[src/rtl/alu_arbiter.sv]
// Round-robin arbiter that shares one external combinational ALU between two requesters.
// Define ALU_ARB_MUL_EN to make op 111 (multiply) legal, executed over EXEC + MUL2.
module alu_arbiter #(
  parameter int OVF_CNT_W = 8
) (
  input  logic                 clk,
  input  logic                 rst_n,
  input  logic                 req0_valid,
  output logic                 req0_ready,
  input  logic [31:0]          req0_a,
  input  logic [31:0]          req0_b,
  input  logic [2:0]           req0_op,
  input  logic                 req0_unsig,
  input  logic                 req1_valid,
  output logic                 req1_ready,
  input  logic [31:0]          req1_a,
  input  logic [31:0]          req1_b,
  input  logic [2:0]           req1_op,
  input  logic                 req1_unsig,
  output logic                 rsp_valid,
  input  logic                 rsp_ready,
  output logic                 rsp_id,
  output logic [31:0]          rsp_data,
  output logic                 rsp_ovf,
  output logic                 rsp_err,
  output logic [31:0]          alu_a,
  output logic [31:0]          alu_b,
  output logic [2:0]           alu_op,
  output logic                 alu_unsig,
  input  logic [31:0]          alu_out,
  input  logic                 alu_overflow,
  output logic [OVF_CNT_W-1:0] ovf_count,
  output logic                 busy
);

  typedef enum logic [1:0] {IDLE, EXEC, MUL2, RESP} state_t;

  state_t      state, state_nxt;
  logic        last_grant;
  logic        grant;
  logic        accept;
  logic        capture;
  logic [2:0]  sel_op;
  logic [31:0] opr_a, opr_b;
  logic [2:0]  opr_op;
  logic        opr_unsig;
  logic [31:0] data_q;
  logic        ovf_q, err_q, id_q;

  function automatic logic op_legal(input logic [2:0] op);
    logic legal;
    case (op)
      3'b011:  legal = 1'b0;
`ifdef ALU_ARB_MUL_EN
      3'b111:  legal = 1'b1;
`else
      3'b111:  legal = 1'b0;
`endif
      default: legal = 1'b1;
    endcase
    return legal;
  endfunction

  // Ready is gated by rst_n so both ready outputs read 0 while reset is held.
  always_comb begin
    grant      = (req0_valid && req1_valid) ? ~last_grant : req1_valid;
    accept     = rst_n && (state == IDLE) && (req0_valid || req1_valid);
    req0_ready = accept && !grant;
    req1_ready = accept && grant;
    sel_op     = grant ? req1_op : req0_op;
  end

  always_comb begin
    state_nxt = state;
    capture   = 1'b0;
    case (state)
      IDLE: begin
        if (accept) state_nxt = op_legal(sel_op) ? EXEC : RESP;
      end
      EXEC: begin
        state_nxt = RESP;
        capture   = 1'b1;
`ifdef ALU_ARB_MUL_EN
        if (opr_op == 3'b111) begin
          state_nxt = MUL2;
          capture   = 1'b0;
        end
`endif
      end
      MUL2: begin
`ifdef ALU_ARB_MUL_EN
        state_nxt = RESP;
        capture   = 1'b1;
`else
        state_nxt = IDLE;
`endif
      end
      RESP: begin
        if (rsp_ready) state_nxt = IDLE;
      end
      default: state_nxt = IDLE;
    endcase
  end

  always_ff @(posedge clk or negedge rst_n) begin
    if (!rst_n) begin
      state      <= IDLE;
      last_grant <= 1'b1;
      opr_a      <= '0;
      opr_b      <= '0;
      opr_op     <= '0;
      opr_unsig  <= 1'b0;
    end else begin
      state <= state_nxt;
      if (accept) begin
        last_grant <= grant;
        opr_a      <= grant ? req1_a : req0_a;
        opr_b      <= grant ? req1_b : req0_b;
        opr_op     <= sel_op;
        opr_unsig  <= grant ? req1_unsig : req0_unsig;
      end
    end
  end

  // Illegal ops get their error response written at accept; legal ones overwrite data/ovf at capture.
  always_ff @(posedge clk or negedge rst_n) begin
    if (!rst_n) begin
      data_q <= '0;
      ovf_q  <= 1'b0;
      err_q  <= 1'b0;
      id_q   <= 1'b0;
    end else if (accept) begin
      data_q <= '0;
      ovf_q  <= 1'b0;
      err_q  <= !op_legal(sel_op);
      id_q   <= grant;
    end else if (capture) begin
      data_q <= alu_out;
      ovf_q  <= alu_overflow;
    end
  end

  always_ff @(posedge clk or negedge rst_n) begin
    if (!rst_n) begin
      ovf_count <= '0;
    end else if ((state == RESP) && rsp_ready && ovf_q && (ovf_count != '1)) begin
      ovf_count <= ovf_count + OVF_CNT_W'(1);
    end
  end

  always_comb begin
    rsp_valid = (state == RESP);
    rsp_id    = id_q;
    rsp_data  = data_q;
    rsp_ovf   = ovf_q;
    rsp_err   = err_q;
    busy      = (state != IDLE);
    alu_a     = (state == IDLE) ? '0 : opr_a;
    alu_b     = (state == IDLE) ? '0 : opr_b;
    alu_op    = (state == IDLE) ? '0 : opr_op;
    alu_unsig = (state == IDLE) ? 1'b0 : opr_unsig;
  end

endmodule

[config.mk]
export PLATFORM = sky130hd
export DESIGN_NAME = alu_arbiter
export DESIGN_NICKNAME = d
export VERILOG_FILES = /design/src/rtl/alu_arbiter.sv
export SDC_FILE = /design/constraint.sdc
export NUM_CORES = 1
export LEC_CHECK = 0
export ABC_AREA = 1
export BUFFER_PORTS_ARGS = -buffer_cell sky130_fd_sc_hd__buf_2
export CELL_PAD_IN_SITES_DETAIL_PLACEMENT = 2
export CELL_PAD_IN_SITES_GLOBAL_PLACEMENT = 2
export CORE_MARGIN = 4
export CORE_UTILIZATION = 25
export DETAILED_ROUTE_END_ITERATION = 8
export GPL_ROUTABILITY_DRIVEN = 0
export PLACE_DENSITY_LB_ADDON = 0.1
export RECOVER_POWER = 50
export SYNTH_ARGS = -nofsm -noshare
export SYNTH_HDL_FRONTEND = slang
export SYNTH_SLANG_ARGS = --single-unit
[constraint.sdc]
create_clock -name clk -period 4.04 [get_ports clk]
set_input_delay 0.202 -clock clk [delete_from_list [all_inputs] [get_ports clk]]
set_output_delay 0.202 -clock clk [all_outputs]
set_load 0.05 [all_outputs]
---- Word level (Yosys, flattened, before mapping) ----
Index checks and enable logic that the tools add are counted.
Widths: inputs -> output; s select.
operators by class
  add/sub/neg operators ................... 1
  eq/ne operators ......................... 8
  muxes and demuxes ....................... 21
  bitwise gates (word level) .............. 1
  reductions and logical operators ........ 16
operators by type and width
  kind                 number
  $mux 32              6
  $mux 1               9
  $add 8x1->8 const B  1
  $logic_and 1x1->1    8
  $ne 8x8->1 const B   1
  $pmux 2 s4           1
  $mux 2               3
  $mux 3               2
  $eq 2x2->1 const B   2
  $reduce_bool 2->1    2
  $eq 3x2->1 const B   1
  $eq 3x3->1 const B   1
  $eq 2x1->1 const B   1
  $logic_not 1->1      2
  $logic_not 2->1      1
  $ne 2x1->1 const B   1
  $ne 2x2->1 const B   1
  $reduce_and 2->1     1
  $reduce_or 2->1      1
  $logic_or 1x1->1     1
  $not 1->1            1
storage, ports and cells
  register bits after elaboration ......... 114
  bits of input ports ..................... 174
  output and inout port bits .............. 115
  word-level logic and storage cells ...... 58

---- Depth between registers and ports, before layout ----
  depth in word-level cells ............... 11
  mapped depth ............................ 8

---- Worst setup path after synthesis ----
Ideal clock, no wire load.
  kind .................................... reg2out
  start point ............................. register state[1]
  end point ............................... output alu_b[24]
  arrival ................................. 1.523 ns
  data required time ...................... 3.838 ns
  setup slack ............................. 2.315 ns
  stages on the path, launching flop included .. 5
  path buffers ............................ 2
  cell sequence ........................... dfrtp_1 nor2_4 buf_1 clkbuf_1 nor2_1
between the ends
  cells in the longest elaborated chain, start to end .. 2
RTL lines
  element                 RTL line  text
  from (decl)             38        state_t state, state_nxt;
  from (signal assigned)  114       state <= state_nxt;
  $logic_not 2->1         159       alu_b = (state == IDLE) ? '0 : opr_b;
  $mux 32                 159
  to (decl)               27        output logic [31:0] alu_b,
No other way between the ends.

---- Worst setup path after layout ----
  start point ............................. input rst_n
  end point ............................... register opr_b[7]
between the ends
  cells in the longest elaborated chain, start to end .. 2
RTL lines
  element                         RTL line  text
  from (decl)                     7         input logic rst_n,
  $logic_and 1x1->1 (2 in a row)  67        accept = rst_n && (state == IDLE) && (req0_valid || req1_valid);
  to (signal assigned)            118       opr_b <= grant ? req1_b : req0_b;
  to (decl)                       44        logic [31:0] opr_a, opr_b;
No other way between the ends.
A chain may end at the register's enable or synchronous reset.

==> results.json <==
{
  "wl_met3_um": 1640,
  "setup_tns_ps": 0,
  "layout.nets": 1270,
  "drc": 0,
  "core_area_um2": 21300,
  "grt_first_pass_wirelength_um": 37700,
  "end_kind": "flop",
  "drive_gt1_frac": 0.260,
  "synth_ff_type": "dfrtp_1",
  "grt_overflow": 0,
  "startpoint_type": "input port",
  "p_leak_nw": 4.59,
  "clkTransAtPathRegs_ps": 60,
  "cp_max_fo": 35,
  "start_util": 0.258,
  "ff2ff_setup_slack_ps": 1020,
  "num_vias": 6212,
  "dr.pass1.iters": 4,
  "violations": "capacitance limit, slew limit",
  "avgSynthCellArea_um2": 7.32,
  "hold_buffers": 68,
  "maxCapViolations": 1,
  "grt_antenna_before_repair": 5,
  "routed_wl_um": 23800,
  "skew_ps": 9.68,
  "drt_iter0_markers": 164,
  "yosysSeqAreaShare": 0.521,
  "placed_cells": 1283,
  "yosys_warnings": 0,
  "num_rows": 53,
  "worst_pin_slew_ps": 1730,
  "synthCells": 749,
  "synth_seq_cells": 114,
  "place.detailed.hpwl_um": 16000,
  "top_layer_used": "met5",
  "synth-edff-count": 0,
  "track_usage": 0.195,
  "yosys.cell_count.top_type": "nand2_1",
  "wl_per_cell_um": 17.2,
  "worstHoldPathType": "in -> reg",
  "timing.final.crit_share": 0.811,
  "die_h_um": 156,
  "grt_max_degree": 73,
  "crit_type": "in -> reg",
  "cts_buffers": 17,
  "port_buffers": 288,
  "cts_buffer_depth": 2,
  "wl_met2_um": 12000,
  "instances_no_fill": 1384,
  "synth_top_cells_by_count": "314 x nand2_1, 113 x dfrtp_1, 103 x nand3_1",
  "crit_required_ps": 4390,
  "post_cts_buffers": 0,
  "vdd.ir_drop.worst_uv": 338,
  "synth.distinct_cells": 22,
  "fin_util": 0.395,
  "clock_sinks": 114,
  "pin_count": 289,
  "die_area_um2": 24400,
  "r2r_cells": 7,
  "grt_setup_unrepaired": "false",
  "cts_tree": "yes",
  "wl_met1_um": 9670,
  "fmax_mhz": 305,
  "min_path_cells": 3,
  "first_global_vias": 7093,
  "cts_resized": 0,
  "status": "finished, violations left",
  "slew_headroom": -0.151,
  "antenna_left": 0,
  "htreeDepth": 4,
  "synth_area_um2": 5480,
  "die_x_um": 156,
  "synthArstFlopShare": 1.00,
  "hold_violations": 0,
  "slew_viol_final": 66,
  "clock_latency_ps": 410,
  "p_per_area_nw_per_um2": 929,
  "synth_largest_area_cell": "dfrtp_1",
  "cp.arrival_ps": 3630,
  "viasPerCell": 4.49,
  "netlist.area_leader.share": 0.516,
  "area_delta_synth_final_pct": 53.4,
  "ys_top_cells_by_area": "dfrtp_1 52%, nand2_1 22%, nand3_1 9.4%",
  "finalSetupViolations": 0,
  "syn_nets": 924,
  "root_buffer": "clkbuf_16",
  "fin_crit_ps": 3280
}
cell type report:
class	instances	area (um2)
Timing Repair Buffer	365	2130
Multi-Input combinational cell	514	2140
Clock buffer	21	460
Tap cell	275	344
Fill cell	2564	12900
Inverter	83	312
Sequential cell	114	2850
Antenna cell	2	5.00
Clock inverter	10	158
flip-flops by register name, indices dropped and copies added, names as in the netlist:
name        flops
rsp_id          1
opr_op          3
opr_b          32
opr_a          32
rsp_err         1
last_grant      1
state           2
rsp_data       32
rsp_ovf         1
opr_unsig       1
ovf_count       8
through the flow:
stage / hold slack [ps] / cell area (um2) / setup slack (ps) / total power, W
2_1_floorplan: -93.6 / 5480 / 2320 / 0.00499
3_3_place_gp: 35.8 / 7170 / 1570 / 0.00605
3_5_place_dp: 34.4 / 7170 / 1510 / 0.00612
4_1_cts: 0.322 / 8460 / 1020 / 0.00795
5_1_grt: 7.93 / 8410 / 447 / 0.00834
6_report: 14.9 / 8410 / 764 / 0.00781
worst max-delay path, stage by stage:
cell and delay (ps):
dlygate4sd3_1 530, clkbuf_1 420, nand3_4 490, nor2_4 720, buf_4 450, nand2_1 140
nand3_1 100, dlygate4sd3_1 550
routing by layer:
metal  global-route usage  vias to the layer above
li1                     -                     2955
met1                0.237                     3033
met2                0.338                      186
met3               0.0544                       32
met4               0.0571                        6
met5                    0                        -
layout by cell type, fill, tap and decap left out:
| master | n |
|---|---|
| a21oi_1 | 1 |
| buf_2 | 243 |
| buf_4 | 8 |
| bufinv_16 | 4 |
| clkbuf_1 | 47 |
| clkbuf_16 | 17 |
| clkbuf_2 | 1 |
| clkbuf_8 | 2 |
| clkinv_2 | 3 |
| clkinvlp_4 | 3 |
| dfrtp_1 | 113 |
| dfstp_2 | 1 |
| diode_2 | 2 |
| dlygate4sd3_1 | 68 |
| ha_1 | 1 |
| inv_1 | 83 |
| nand2_1 | 314 |
| nand2_2 | 1 |
| nand3_1 | 103 |
| nand3_4 | 1 |
| nand3b_1 | 2 |
| nand4_1 | 1 |
| nor2_1 | 78 |
| nor2_4 | 3 |
| o21ai_0 | 4 |
| or2_2 | 1 |
| xnor2_1 | 2 |
| xor2_1 | 2 |
logic make-up after synthesis:
kind of cell / share of synthesized area
compound gates: 0.00456
xor+xnor: 0.00639
fa+ha+maj: 0.00228
buf+inv: 0.0913
flops: 0.521
simple gates: 0.375
final timing paths:
kind / startpoint / to
worst max register to register: state[1] / opr_b[7]
max in group asynchronous: rst_n / opr_a[28]
worst min-delay path: alu_out[6] / rsp_data[6]
worst min register to register: rsp_data[6] / rsp_data[6]
min in group asynchronous: rst_n / ovf_count[0]
worst max-delay path: rst_n / opr_b[7]
power by group:
| part | internal [W] | leakage, nW | switching [W] |
|---|---|---|---|
| logic | 0.00100 | 2.86 | 0.00324 |
| registers | 0.00166 | 1.43 | 0.000304 |
| clock network | 0.00106 | 0.295 | 0.000551 |
| total | 0.00372 | 4.59 | 0.00409 |
(Power assumes the default switching activity.)
